File: config.mk
export PLATFORM = sky130hd
export DESIGN_NAME = reg_writeback
export DESIGN_NICKNAME = d
export VERILOG_FILES = /design/src/rtl/reg_writeback.sv
export SDC_FILE = /design/constraint.sdc
export NUM_CORES = 1
export LEC_CHECK = 0
export ABC_AREA = 1
export CAP_MARGIN = 20
export CORE_MARGIN = 10
export CORE_UTILIZATION = 49
export CTS_BUF_LIST = sky130_fd_sc_hd__clkbuf_4
export CTS_CLUSTER_DIAMETER = 40
export DETAILED_ROUTE_END_ITERATION = 7
export PLACE_DENSITY = 0.88
export SYNTH_ARGS = -nofsm -noshare
export SYNTH_HDL_FRONTEND = slang
export SYNTH_SLANG_ARGS = --single-unit
File: constraint.sdc
create_clock -name clk -period 3.2 [get_ports clk]
set_input_delay 0.96 -clock clk [delete_from_list [all_inputs] [get_ports clk]]
set_output_delay 0.96 -clock clk [all_outputs]
set_load 0.03 [all_outputs]
File: src/rtl/reg_writeback.sv
// reg_writeback: in-order write-back queue feeding the register file write port.
// Build option WB_FORWARD_EN: multi-entry queueing plus rs1/rs2 forwarding lookup.
module reg_writeback #(
    parameter int DEPTH     = 2,
    parameter int XLEN      = 32,
    parameter int MC_WE_BIT = 3
) (
    input  logic                    clk,
    input  logic                    rst_n,
    input  logic [15:0]             microcode,
    input  logic                    in_valid,
    output logic                    in_ready,
    input  logic [4:0]              in_addr,
    input  logic [XLEN-1:0]         in_data,
    output logic                    wr_en,
    input  logic                    wr_ready,
    output logic [4:0]              wr_addr,
    output logic [XLEN-1:0]         wr_data,
    input  logic [4:0]              fwd_rs1_addr,
    output logic                    fwd_rs1_hit,
    output logic [XLEN-1:0]         fwd_rs1_data,
    input  logic [4:0]              fwd_rs2_addr,
    output logic                    fwd_rs2_hit,
    output logic [XLEN-1:0]         fwd_rs2_data,
    output logic [$clog2(DEPTH):0]  pending
);
    localparam int PW = $clog2(DEPTH);
    localparam int CW = PW + 1;

    logic [4:0]      r_addr [DEPTH];
    logic [XLEN-1:0] r_data [DEPTH];
    logic [PW-1:0]   r_head;
    logic [PW-1:0]   r_tail;
    logic [CW-1:0]   r_count;

    logic w_req;
    logic w_acc;
    logic w_push;
    logic w_pop;
    logic w_unused_mc;

    assign w_unused_mc = ^microcode;

    assign w_req  = in_valid & microcode[MC_WE_BIT];
    assign w_acc  = w_req & in_ready;
    assign w_push = w_acc & (in_addr != 5'd0);
    assign w_pop  = wr_en & wr_ready;

`ifdef WB_FORWARD_EN
    localparam logic [CW-1:0] LP_DEPTH = CW'(DEPTH);
    assign in_ready = (r_count < LP_DEPTH);
`else
    // Single outstanding write: readers stall instead of forwarding.
    assign in_ready = (r_count == '0);
`endif

    always_ff @(posedge clk or negedge rst_n) begin
        if (!rst_n) begin
            r_head  <= '0;
            r_tail  <= '0;
            r_count <= '0;
            for (int i = 0; i < DEPTH; i++) begin
                r_addr[i] <= '0;
                r_data[i] <= '0;
            end
        end else begin
            if (w_push) begin
                r_addr[r_tail] <= in_addr;
                r_data[r_tail] <= in_data;
                r_tail         <= r_tail + PW'(1);
            end
            if (w_pop) begin
                r_head <= r_head + PW'(1);
            end
            if (w_push && !w_pop) begin
                r_count <= r_count + CW'(1);
            end else if (!w_push && w_pop) begin
                r_count <= r_count - CW'(1);
            end
        end
    end

    assign pending = r_count;
    assign wr_en   = (r_count != '0);
    assign wr_addr = wr_en ? r_addr[r_head] : 5'd0;
    assign wr_data = wr_en ? r_data[r_head] : '0;

`ifdef WB_FORWARD_EN
    logic [PW-1:0] w_idx;

    // Walk oldest to newest so the newest match overwrites older ones.
    always_comb begin
        fwd_rs1_hit  = 1'b0;
        fwd_rs1_data = '0;
        fwd_rs2_hit  = 1'b0;
        fwd_rs2_data = '0;
        w_idx        = r_head;
        for (int i = 0; i < DEPTH; i++) begin
            w_idx = r_head + PW'(i);
            if (CW'(i) < r_count) begin
                if (fwd_rs1_addr != 5'd0 &&
                    r_addr[w_idx] == fwd_rs1_addr) begin
                    fwd_rs1_hit  = 1'b1;
                    fwd_rs1_data = r_data[w_idx];
                end
                if (fwd_rs2_addr != 5'd0 &&
                    r_addr[w_idx] == fwd_rs2_addr) begin
                    fwd_rs2_hit  = 1'b1;
                    fwd_rs2_data = r_data[w_idx];
                end
            end
        end
    end
`else
    logic w_unused_fwd;

    assign w_unused_fwd = ^{fwd_rs1_addr, fwd_rs2_addr};
    assign fwd_rs1_hit  = 1'b0;
    assign fwd_rs1_data = '0;
    assign fwd_rs2_hit  = 1'b0;
    assign fwd_rs2_data = '0;
`endif

endmodule

# After elaboration in Yosys (flattened, before gate mapping)

Cells that the tools add are included.

Register bits after elaboration: 78
Bits of input ports: 67

Add/sub/neg operators: 4
Magnitude comparators: 3
Multiplexer cells: 16
Bitwise operators: 6
Reductions and logical operators: 9

Operators by type and width:

| kind                                                                         | count |
|---|---|
| 32-bit two-way mux                                                           | 5 |
| 64-bit bitwise mux                                                           | 1 |
| 32-bit demux with 1-bit select                                               | 1 |
| 5-bit two-way mux                                                            | 5 |
| 10-bit bitwise mux                                                           | 1 |
| 5-bit demux with 1-bit select                                                | 1 |
| 5-bit nonzero test                                                           | 1 |
| 1-bit AND                                                                    | 4 |
| 2-bit >= comparator, second input constant                                   | 2 |
| 2-bit two-way mux                                                            | 2 |
| 1-bit NOT with 2-bit output                                                  | 2 |
| 2-bit nonzero test                                                           | 2 |
| 1-bit logical AND                                                            | 3 |
| 1-bit adder, second input constant                                           | 2 |
| 2-bit by 1-bit adder with 2-bit output, second input constant                | 1 |
| 1-bit logical NOT                                                            | 2 |
| 2-bit logical NOT                                                            | 1 |
| 2-bit by 1-bit less-than comparator with 1-bit output, second input constant | 1 |
| 2-bit by 1-bit subtractor with 2-bit output, second input constant           | 1 |

# Longest topological paths before layout

Gate-level depths: netlist (run 1).

Word-level depth: 7
Mapped depth: 11
Depth with buffers taken out: 10

# Least setup slack after synthesis (run 1)

OpenSTA, ideal clock, no wires.

Path type: reg2out
Start point: register r_count[0], in the netlist pending[0]
End point: output port wr_addr[3]
Data arrival time: 1739 ps
Required time: 2240 ps
Setup slack: 501 ps
Stages on the path, launching flop included: 6
Cell sequence: dfrtp_1 -> inv_2 -> nand2_4 -> inv_1 -> clkbuf_1 -> a21oi_1

Longest elaborated chain between the ends: 2

RTL lines:

| item                   | line | source |
|---|---|---|
| from (decl)            | 34   | `logic [CW-1:0] r_count;` |
| from (signal assigned) | 76   | `r_count <= r_count + CW'(1);` |
| from (signal assigned) | 78   | `r_count <= r_count - CW'(1);` |
| 2-bit nonzero test     | 84   | `assign wr_en = (r_count != '0);` |
| net wr_en              | 15   | `output logic wr_en,` |
| 5-bit two-way mux      | 85   | `assign wr_addr = wr_en ? r_addr[r_head] : 5'd0;` |
| to (decl)              | 17   | `output logic [4:0] wr_addr,` |

The timed path passes the listed nets, and every way through them passes these cells.

# Final worst setup path (run 1)

Start point: register r_count[0], in the netlist pending[0]
End point: output port wr_addr[1]

Longest elaborated chain between the ends: 2

RTL lines:

| item               | line |
|---|---|
| 2-bit nonzero test | 84 |
| 5-bit two-way mux  | 85 |

Every way passes these cells.

==> results of run 1 <==
placed cells by master (no fill, tap or decap), types with 6 or more instances in the layout:
cell type	n
sky130_fd_sc_hd__inv_1	6
sky130_fd_sc_hd__nand2_1	229
sky130_fd_sc_hd__dfrtp_1	78
sky130_fd_sc_hd__nand4_1	74
sky130_fd_sc_hd__dlymetal6s2s_1	32
sky130_fd_sc_hd__clkdlybuf4s50_1	43
sky130_fd_sc_hd__clkbuf_4	10
sky130_fd_sc_hd__buf_4	19
sky130_fd_sc_hd__conb_1	66
sky130_fd_sc_hd__a21oi_1	37
state kept, by name, indices dropped and copies added, names as in the netlist:
register  cells
r_head        1
r_data       64
r_tail        1
r_addr       10
pending       2
worst register-to-register path, cell delays in order (launching register included):
cell and delay, ns:
sky130_fd_sc_hd__dfrtp_1 0.45, sky130_fd_sc_hd__inv_2 0.10, sky130_fd_sc_hd__nand2_4 0.08, sky130_fd_sc_hd__nor2_8 0.10, sky130_fd_sc_hd__buf_4 0.26, sky130_fd_sc_hd__nand3_4 0.42, sky130_fd_sc_hd__nand2_1 0.21, sky130_fd_sc_hd__nand2_1 0.06
per-layer routing:
| metal | up-vias | part of all wire [%] | track usage, % |
|---|---|---|---|
| met5 | - | 0 | 0 |
| met4 | 0 | 1.3 | 5.848 |
| met3 | 10 | 9.3 | 5.346 |
| met2 | 157 | 51 | 29.65 |
| met1 | 1878 | 38 | 20.08 |
| li1 | 1797 | - | - |
through the flow:
stage | utilization (%) | instances
6_report | 59.56 | 726
3_5_place_dp | 56.79 | 709
2_1_floorplan | - | 613
5_1_grt | 59.56 | 726
4_1_cts | 58.61 | 725
3_3_place_gp | 56.79 | 709
layout make-up:
class | instances | area [µm²]
flip-flops and latches | 78 | 1952
inverters | 8 | 30.03
clock inverters | 6 | 85.08
fillers | 770 | 3510
clock buffers | 10 | 75.07
repair buffers | 97 | 1011
well taps | 108 | 135.1
multi-input cells | 418 | 1878
diodes | 1 | 2.502
cell families after synthesis:
| family | synth area share, % |
|---|---|
| buffers and inverters | 17.62 |
| and+or+nand+nor | 32.31 |
| AOI/OAI and AO/OA | 4.254 |
| other | 0.08615 |
| DFF | 44.84 |
| xor gates and xnor gates | 0.6037 |
| adders and majority gates | 0.2874 |
power by group:
group	switching (mW)	total [mW]	internal, mW	leakage (nW)
logic	1.85	2.80	0.949	1.98
registers	0.236	1.65	1.42	0.988
clock network	0.350	0.675	0.325	0.0844
total	2.43	5.12	2.69	3.05
repair_timing:
item	4_1_cts	5_1_grt
gates resized for setup	2	32
buffers inserted	0	0
endpoints found under the setup margin	2	32
path summary, 6_finish.rpt:
path / startpoint / end / slack (ns) / cells past startpoint
max: pending[0] / wr_addr[1] / 0.31 / 6
min: r_addr[6] / r_addr[6] / 0.48 / 2
max reg2reg: pending[0] / r_data[30] / 1.41 / 7
min reg2reg: r_addr[6] / r_addr[6] / 0.48 / 2
max in group asynchronous: rst_n / r_data[7] / 1.88 / 1
min in group asynchronous: rst_n / pending[1] / 0.68 / 1
==> out/results.md, run 1 <==
## Outcome
- result of the run: finished clean

## Setup path
- cell family contributing the most delay on the critical path: buffers and inverters
- largest fanout of any net on the critical path: 38
- endpoint kind of the worst setup timing path: output port
- crit path buf inv count: 4
- worst-path cell with the longest stage delay: sky130_fd_sc_hd__dfrtp_1
- CP Cell Sequence: inv_2 > nand2_4 > inv_1 > buf_12 > a21oi_1 > dlygate4sd2_1
- data required time at the worst endpoint: 2.24 ns
- data arrival time at the worst-slack endpoint: 1.93 ns
- critical path start-end classification: flop to output port
- biggest cell delay along the critical path: 0.44 ns
- startpoint kind of the worst setup timing path: flop

## Clock network
- root buffer cell: sky130_fd_sc_hd__clkbuf_4
- clock tree from TritonCTS: done
- number of hold buffers added after cts: 0
- Worst-Skew Late Latency: 0.41 ns
- H-tree level count: 3
- CTS clk-pin slew, worst paths: 0.13 ns
- sink count of the clock tree: 78
- total clock buffers created by CTS: 9
- maximum buffer depth of the clock tree: 2

## Detailed routing
- number of design-rule violations left by the first detailed-router iteration: 288
- router iterations before antenna repair: 4
- routed wire length: 11,570 µm
- total via count after detailed routing: 3,842
- Routed wire per std cell: 15.94 µm
- final routed DRC violation total: 0
- detail-routed via count per cell: 5.292
- count of nets left with antenna violations after detail routing: 0

## Logic synthesis
- YS warnings: 0
- count of flip-flops with a built-in enable after synthesis: 0
- Synth cell types: 21
- most used standard cells in the synthesized netlist: sky130_fd_sc_hd__nand2_1, sky130_fd_sc_hd__dfrtp_1, sky130_fd_sc_hd__nand4_1, sky130_fd_sc_hd__buf_4, sky130_fd_sc_hd__a21oi_1
- share of flip-flops with an asynchronous set or reset: 100.0%
- most numerous cell in the Yosys netlist: sky130_fd_sc_hd__nand2_1
- sequential fraction of the synthesis area: 44.84%
- library cell occupying the most area in the post-synthesis netlist: sky130_fd_sc_hd__dfrtp_1
- Area contributors post-synth: sky130_fd_sc_hd__dfrtp_1, sky130_fd_sc_hd__nand2_1, sky130_fd_sc_hd__buf_4
- Cell Area, Synth: 4353 µm²
- total of flip-flops plus latches after synthesis: 78
- mean instance size in the synthesized netlist: 7.943 µm²
- gate count after technology mapping: 548
- commonest register cell after synthesis: sky130_fd_sc_hd__dfrtp_1
- Yosys top cell area share: 44.84%

## STA
- relative max-transition margin: 33.95%
- Clock Skew: 0.01351 ns
- Final Hold Fails: 0
- hold_ws: 0.4825 ns
- setup TNS after final layout: 0 ns
- final setup violating endpoints: 0
- unrepaired setup endpoints after global routing: no
- Max Clk Rate: 0.3460 GHz
- Tmin final: 2.890 ns
- setup slack of the critical path after layout: 0.3101 ns
- share of the clock period used by the worst path: 90.31%
- worst slew pin tran: 0.9908 ns
- max-slew violation total from the final report: 0

## Global routing
- total global-route track usage: 17.33%
- Remaining Overflow, GRT: 0
- number of antenna violations at the first check in global routing: 1
- first-pass GRT wire length: 18,610 µm
- maximum number of pins on one net before global-route repair: 79
- via count of the first global-routing pass: 3,803

## Place
- placed instance area: 4928 µm²
- Worst Setup Slack post-DPL: 0.4259 ns
- number of buffers inserted by port buffering: 82
- post-detailed-placement half-perimeter wirelength: 7774 µm
- gp weighted congestion: 0.7806

## Layout
- proportion of layout cells with a drive suffix above 1: 6.807%
- Design Area, Final: 5169 µm²
- layout-stage area growth over the synthesis result: 18.74%
- final layout net count: 680

## Run
- max cap viols: 0

## Power
- leakage power figure: 3.052 nW
- power density over the cells: 991.0 nW/µm²
- maximum ir drop on the vdd rail: 447.5 µV
- total power consumption of the routed design: 5.122 mW

## Die
- # rows: 34
- Die Span Y: 114.3 µm
- Starting Density: 50.16%
- horizontal extent of the die: 114.3 µm
- number of top-level design ports: 174
- die area: 13,050 µm²
- core box area: 8678 µm²

## Min path
- worst min-delay path class: flop to flop

Note: power is estimated with default switching activity, not from simulation.
==> inputs of run 2 (changes only) <==
--- a/config.mk
+++ b/config.mk
@@ -8,11 +8,11 @@
 export ABC_AREA = 1
 export CAP_MARGIN = 20
 export CORE_MARGIN = 10
-export CORE_UTILIZATION = 49
+export CORE_UTILIZATION = 33
 export CTS_BUF_LIST = sky130_fd_sc_hd__clkbuf_4
 export CTS_CLUSTER_DIAMETER = 40
 export DETAILED_ROUTE_END_ITERATION = 7
-export PLACE_DENSITY = 0.88
+export PLACE_DENSITY = 0.63
 export SYNTH_ARGS = -nofsm -noshare
 export SYNTH_HDL_FRONTEND = slang
 export SYNTH_SLANG_ARGS = --single-unit
==> constraint.sdc (replaced) <==
create_clock -name clk -period 2.7 [get_ports clk]
set_input_delay 0.81 -clock clk [delete_from_list [all_inputs] [get_ports clk]]
set_output_delay 0.81 -clock clk [all_outputs]
set_load 0.03 [all_outputs]
==> run 2 against run 1 <==
Compared with the run above:
- first-iteration DRC count grew 43%
- critical path type unchanged
- non-clock buffer count grew 2
- routed wire length grew 8.3%
- via count shrank 1.0%
- utilization shrank 19 points
==> out/results.md, run 2 (synthesis results as in run 1) <==
## Setup path
- largest fanout of any net on the critical path: 30, was 38
- endpoint kind of the worst setup timing path: output port, unchanged
- setup slack of the most critical reg-to-reg path: 1.02 ns, was 1.41 ns
- critical path start-end classification: flop to output port, unchanged
- reg-to-reg endpoint: r_data[60], was r_data[30]
- startpoint kind of the worst setup timing path: flop, unchanged
- path depth of the worst reg2reg path: 8, was 7
- data required time at the worst endpoint: 1.89 ns, was 2.24 ns
- data arrival time at the worst-slack endpoint: 1.78 ns, was 1.93 ns
- Crit Reg-Reg Startpoint: pending[1], was pending[0]

## Place
- gp weighted congestion: 0.7827, was 0.7806
- placed instance area: 5075 µm², was 4928 µm²
- post-detailed-placement half-perimeter wirelength: 8195 µm, was 7774 µm
- number of buffers inserted by port buffering: 82, unchanged

## Layout
- max FFs per register: 64, unchanged
- fin util: 40.37%, was 59.56%
- most frequent standard cell in the layout excluding fill and tap cells: sky130_fd_sc_hd__nand2_1, unchanged
- commonest cells after routing, fill and taps aside: sky130_fd_sc_hd__nand2_1, sky130_fd_sc_hd__dfrtp_1, sky130_fd_sc_hd__nand4_1, unchanged
- fill cell count: 1,324, was 770
- total area of multi-input combinational cells: 1878 µm², unchanged
- count of inserted antenna diode cells: 0, was 1
- final layout net count: 682, was 680
- layout-stage area growth over the synthesis result: 18.45%, was 18.74%
- proportion of layout cells with a drive suffix above 1: 11.17%, was 6.807%
- most flop-heavy register: r_data, unchanged
- Seq. cell area: 1953 µm², was 1952 µm²
- Design Area, Final: 5156 µm², was 5169 µm²

## Clock network
- root buffer cell: sky130_fd_sc_hd__clkbuf_4, unchanged
- CTS clk-pin slew, worst paths: 0.14 ns, was 0.13 ns
- total clock buffers created by CTS: 9, unchanged
- maximum buffer depth of the clock tree: 2, unchanged
- Worst-Skew Late Latency: 0.42 ns, was 0.41 ns
- H-tree level count: 3, unchanged
- clock tree from TritonCTS: done, unchanged
- sink count of the clock tree: 78, unchanged
- number of hold buffers added after cts: 0, unchanged

## Global routing
- Remaining Overflow, GRT: 0, unchanged
- total global-route track usage: 13.30%, was 17.33%
- maximum number of pins on one net before global-route repair: 77, was 79
- first-pass GRT wire length: 19,710 µm, was 18,610 µm
- via count of the first global-routing pass: 3,761, was 3,803
- number of antenna violations at the first check in global routing: 0, was 1

## Die
- Starting Density: 34.08%, was 50.16%
- number of top-level design ports: 174, unchanged
- horizontal extent of the die: 134.9 µm, was 114.3 µm
- core box area: 12,770 µm², was 8678 µm²
- die area: 18,180 µm², was 13,050 µm²
- # rows: 41, was 34
- Die Span Y: 134.9 µm, was 114.3 µm

## STA
- unrepaired setup endpoints after global routing: no, unchanged
- worst slew pin tran: 0.5550 ns, was 0.9908 ns
- Tmin final: 2.590 ns
- Final Hold Fails: 0, unchanged
- max-slew violation total from the final report: 0, unchanged
- relative max-transition margin: 63.00%, was 33.95%
- Max Clk Rate: 0.3861 GHz
- final setup violating endpoints: 0, unchanged
- Clock Skew: 0.01743 ns, was 0.01351 ns
- share of the clock period used by the worst path: 95.92%
- setup TNS after final layout: 0 ns, unchanged

## Detailed routing
- number of design-rule violations left by the first detailed-router iteration: 411, was 288
- final routed DRC violation total: 0, unchanged
- detail-routed via count per cell: 4.814, was 5.292
- total via count after detailed routing: 3,803, was 3,842
- count of nets left with antenna violations after detail routing: 0, unchanged
- routed wire length: 12,530 µm, was 11,570 µm
- Routed wire per std cell: 15.87 µm, was 15.94 µm
- router iterations before antenna repair: 5, was 4

## Power
- maximum ir drop on the vdd rail: 424.0 µV, was 447.5 µV
- total power consumption of the routed design: 6.083 mW, was 5.122 mW
- power density over the cells: 1180 nW/µm², was 991.0 nW/µm²
- leakage power figure: 2.644 nW, was 3.052 nW

## Outcome
- result of the run: finished clean, unchanged

## Min path
- worst min-delay path class: input port to async pin, was flop to flop

## Run
- max cap viols: 0, unchanged

==> run 2: cell count changes in the layout (fill, tap and decap cells not counted), sizes merged, moves of 3 or more <==
cell / change
buf: +3
clkdlybuf4s15: +9
dlygate4sd2: +3
dlymetal6s2s: -32
clkbuf: +18
==> run 2: through the flow <==
stage	setup slack (ns)	cells	hold WS, ns
after floorplan	0.1508	613	0.4417
after global placement	0.1387	775	0.4532
after detailed placement	0.1412	775	0.4585
after CTS	0.003267	790	0.3540
after global routing	0.00006706	790	0.3569
final	0.1101	790	0.3513
==> run 2: layout make-up <==
cell class | count | share of cell area (%)
sequential | 78 | 37.88
multi-input combinational | 418 | 36.42
timing repair buffer | 99 | 17.47
tap | 172 | 4.174
clock inverter | 6 | 2.160
clock buffer | 9 | 1.310
inverter | 8 | 0.5824
==> run 2: worst max-delay path by stage <==
stage,start,endpoint,slack (ns),cells after the start
after floorplan,pending[0],wr_addr[3],0.15,5
after global placement,pending[1],wr_data[13],0.14,6
after detailed placement,pending[1],wr_data[13],0.14,6
after CTS,r_head,wr_data[10],0.003,5
after global routing,pending[1],wr_data[22],0.00007,6
final,r_head,wr_data[12],0.11,5
==> run 2: power breakdown <==
| group | internal [mW] | switching, mW |
|---|---|---|
| clock | 0.464 | 0.413 |
| combinational | 0.997 | 2.27 |
| sequential | 1.68 | 0.264 |
| total | 3.14 | 2.94 |
==> run 2: metal layers <==
metal / track usage (%) / share of wire, % / vias to the layer above
met2: 22.79 / 49 / 190
met5: 0 / 0 / -
li1: - / - / 1794
met1: 15.70 / 40 / 1803
met4: 3.204 / 0.94 / 0
met3: 4.303 / 10 / 16
==> run 2: critical path, stage by stage, from the launching register on <==
cell and delay, ns:
sky130_fd_sc_hd__dfrtp_1 0.41, sky130_fd_sc_hd__inv_1 0.12, sky130_fd_sc_hd__buf_12 0.21, sky130_fd_sc_hd__nand2_1 0.07, sky130_fd_sc_hd__a21oi_1 0.16, sky130_fd_sc_hd__clkdlybuf4s15_1 0.40
==> run 2: repair_timing <==
| item | CTS | global route |
|---|---|---|
| buffers inserted | 0 | 0 |
| endpoints found under the setup margin | 34 | 29 |
| gates resized for setup | 45 | 45 |
==> inputs of run 3 (changes only) <==
--- a/config.mk
+++ b/config.mk
@@ -12,7 +12,6 @@
 export CTS_BUF_LIST = sky130_fd_sc_hd__clkbuf_4
 export CTS_CLUSTER_DIAMETER = 40
 export DETAILED_ROUTE_END_ITERATION = 7
-export PLACE_DENSITY = 0.63
 export SYNTH_ARGS = -nofsm -noshare
 export SYNTH_HDL_FRONTEND = slang
 export SYNTH_SLANG_ARGS = --single-unit
==> constraint.sdc (replaced) <==
create_clock -name clk -period 2.9 [get_ports clk]
set_input_delay 0.58 -clock clk [delete_from_list [all_inputs] [get_ports clk]]
set_output_delay 0.58 -clock clk [all_outputs]
set_load 0.03 [all_outputs]
==> run 3 against run 2 <==
Compared with the run above:
- utilization grew 0.71 points
- clock power shrank 14%
- total power fell by 5.6%
- sequential power shrank 7%
- first-iteration DRC count is 34% lower
- setup slack gained 0.024 ns
- clock-buffer cell count up 1
- clock skew grew 0.0067 ns
- cell count rose by 0.13%
- register-to-register slack better by 0.21 ns
- routed wire length grew 1.3%
- hold slack lost 0.24 ns
==> out/results.md, run 3 (synthesis results as in run 1) <==
## Clock network
- CTS clk-pin slew, worst paths: 0.13 ns, was 0.14 ns
- root buffer cell: sky130_fd_sc_hd__clkbuf_4, unchanged
- H-tree level count: 3, unchanged
- Worst-Skew Late Latency: 0.44 ns, was 0.42 ns
- clock tree from TritonCTS: done, unchanged
- sink count of the clock tree: 78, unchanged
- maximum buffer depth of the clock tree: 2, unchanged
- total clock buffers created by CTS: 9, unchanged
- number of hold buffers added after cts: 0, unchanged

## STA
- relative max-transition margin: 64.14%, was 63.00%
- setup slack of the critical path after layout: 0.1337 ns, was 0.1101 ns
- worst slew pin tran: 0.5379 ns, was 0.5550 ns
- setup TNS after final layout: 0 ns, unchanged
- Final Hold Fails: 0, unchanged
- max-slew violation total from the final report: 0, unchanged
- Clock Skew: 0.02417 ns, was 0.01743 ns
- Tmin final: 2.766 ns
- final setup violating endpoints: 0, unchanged
- Max Clk Rate: 0.3615 GHz
- share of the clock period used by the worst path: 95.39%
- unrepaired setup endpoints after global routing: no, unchanged

## Die
- die area: 18,180 µm², unchanged
- core box area: 12,770 µm², unchanged
- Starting Density: 34.08%, unchanged
- Die Span Y: 134.9 µm, unchanged
- # rows: 41, unchanged
- horizontal extent of the die: 134.9 µm, unchanged
- number of top-level design ports: 174, unchanged

## Layout
- commonest cells after routing, fill and taps aside: sky130_fd_sc_hd__nand2_1, sky130_fd_sc_hd__dfrtp_1, sky130_fd_sc_hd__nand4_1, unchanged
- layout-stage area growth over the synthesis result: 20.52%, was 18.45%
- count of inserted antenna diode cells: 0, unchanged
- max FFs per register: 64, unchanged
- most frequent standard cell in the layout excluding fill and tap cells: sky130_fd_sc_hd__nand2_1, unchanged
- final layout net count: 682, unchanged
- most flop-heavy register: r_data, unchanged
- Design Area, Final: 5246 µm², was 5156 µm²
- proportion of layout cells with a drive suffix above 1: 7.108%, was 11.17%

## Outcome
- result of the run: finished clean, unchanged

## Run
- max cap viols: 0, unchanged

## Setup path
- data required time at the worst endpoint: 2.32 ns, was 1.89 ns
- data arrival time at the worst-slack endpoint: 2.19 ns, was 1.78 ns
- endpoint kind of the worst setup timing path: output port, unchanged
- CP Cell Sequence: inv_2 > nand2_4 > inv_1 > buf_4 > a21oi_1 > clkdlybuf4s50_1, was inv_1 > buf_12 > nand2_1 > a21oi_1 > clkdlybuf4s15_1
- startpoint kind of the worst setup timing path: flop, unchanged
- biggest cell delay along the critical path: 0.69 ns, was 0.41 ns
- critical path start-end classification: flop to output port, unchanged
- largest fanout of any net on the critical path: 21, was 30
- cell family contributing the most delay on the critical path: buffers and inverters, unchanged
- crit path buf inv count: 4, was 3
- worst-path cell with the longest stage delay: sky130_fd_sc_hd__clkdlybuf4s50_1, was sky130_fd_sc_hd__dfrtp_1

## Detailed routing
- Routed wire per std cell: 16.04 µm, was 15.87 µm
- router iterations before antenna repair: 5, unchanged
- count of nets left with antenna violations after detail routing: 0, unchanged
- final routed DRC violation total: 0, unchanged
- routed wire length: 12,690 µm, was 12,530 µm
- total via count after detailed routing: 3,829, was 3,803
- detail-routed via count per cell: 4.841, was 4.814
- number of design-rule violations left by the first detailed-router iteration: 273, was 411

## Place
- post-detailed-placement half-perimeter wirelength: 8227 µm, was 8195 µm
- number of buffers inserted by port buffering: 82, unchanged
- placed instance area: 5042 µm², was 5075 µm²
- gp weighted congestion: 0.7377, was 0.7827
- Worst Setup Slack post-DPL: 0.4950 ns, was 0.1412 ns

## Power
- leakage power figure: 2.855 nW, was 2.644 nW
- share of total power in sequential cells: 31.6%, was 31.9%
- switching share of power: 47.78%, was 48.39%
- maximum ir drop on the vdd rail: 530.2 µV, was 424.0 µV
- switching power summed over all nets: 2.743 mW, was 2.943 mW
- total power consumption of the routed design: 5.741 mW, was 6.083 mW
- cell internal pwr: 2.998 mW, was 3.139 mW
- logic gate share of total power: 55.2%, was 53.6%
- fraction of power consumed by the clock network: 13.2%, was 14.4%
- power density over the cells: 1094 nW/µm², was 1180 nW/µm²

## Global routing
- total global-route track usage: 13.54%, was 13.30%
- Remaining Overflow, GRT: 0, unchanged
- via count of the first global-routing pass: 3,754, was 3,761
- maximum number of pins on one net before global-route repair: 41, was 77
- first-pass GRT wire length: 19,920 µm, was 19,710 µm
- number of antenna violations at the first check in global routing: 0, unchanged

## Min path
- worst min-delay path class: input port to async pin, unchanged

run 3: changes by cell type in the layout (fill, tap and decap cells not counted):
cell	before	now
sky130_fd_sc_hd__buf_12	5	2
sky130_fd_sc_hd__buf_2	1	0
sky130_fd_sc_hd__buf_4	16	18
sky130_fd_sc_hd__buf_6	1	0
sky130_fd_sc_hd__bufinv_16	3	2
sky130_fd_sc_hd__clkbuf_2	19	0
sky130_fd_sc_hd__clkbuf_4	9	10
sky130_fd_sc_hd__clkdlybuf4s15_1	5	0
sky130_fd_sc_hd__clkdlybuf4s15_2	4	0
sky130_fd_sc_hd__clkdlybuf4s50_1	43	59
sky130_fd_sc_hd__clkinv_2	1	2
sky130_fd_sc_hd__dlygate4sd2_1	5	2
sky130_fd_sc_hd__dlymetal6s2s_1	0	18
run 3: layout make-up:
type	instances	area, µm²
fill	1332	7527
clock inverter	6	86.33
inverter	8	30.03
multi-input combinational	418	1878
sequential	78	1953
timing repair buffer	99	1008
tap	172	215.2
clock buffer	10	75.07
run 3: power by group through the flow:
stage          Clock [mW]  Sequential [mW]  Combinational [mW]
4_1_cts             0.781             1.81                3.24
6_report            0.757             1.81                3.17
3_3_place_gp            0             1.82                3.22
2_1_floorplan           0             1.81                2.09
3_5_place_dp            0             1.83                3.24
5_1_grt             0.836             1.87                3.47
run 3: per-stage QoR:
stage | utilization [%] | instances | hold slack (ns)
after floorplan | - | 613 | 0.2844
after global placement | 39.48 | 775 | 0.4532
after detailed placement | 39.48 | 775 | 0.4583
after CTS | 40.72 | 791 | 0.1075
after global routing | 41.07 | 791 | 0.08057
final | 41.07 | 791 | 0.1086
run 3: final timing paths:
check | startpoint | end | slack [ns] | depth (start not counted)
max reg2reg | pending[0] | r_data[29] | 1.23 | 8
max in group asynchronous | rst_n | r_tail | 2.14 | 2
min reg2reg | r_data[9] | r_data[9] | 0.49 | 2
max | pending[0] | wr_data[17] | 0.13 | 6
min | rst_n | r_data[56] | 0.11 | 1
min in group clk | r_data[9] | r_data[9] | 0.49 | 2
run 3: routing by layer:
layer | up-vias | global-route usage, % | part of all wire (%)
met2 | 189 | 21.29 | 46
met5 | - | 0 | 0
li1 | 1795 | - | -
met3 | 17 | 5.007 | 11
met4 | 0 | 3.386 | 0.98
met1 | 1828 | 17.13 | 42
run 3: worst reg2reg max path: cells and delay by family (launching register included):
kind	cells	cell delay, ns
buffers and inverters	3	0.66
DFF	1	0.45
and+or+nand+nor	5	0.46
run 3: timing repair:
item,CTS,global route
endpoints found under the setup margin,2,18
setup buffers,0,0
gates cloned,0,0
resized for setup,2,18
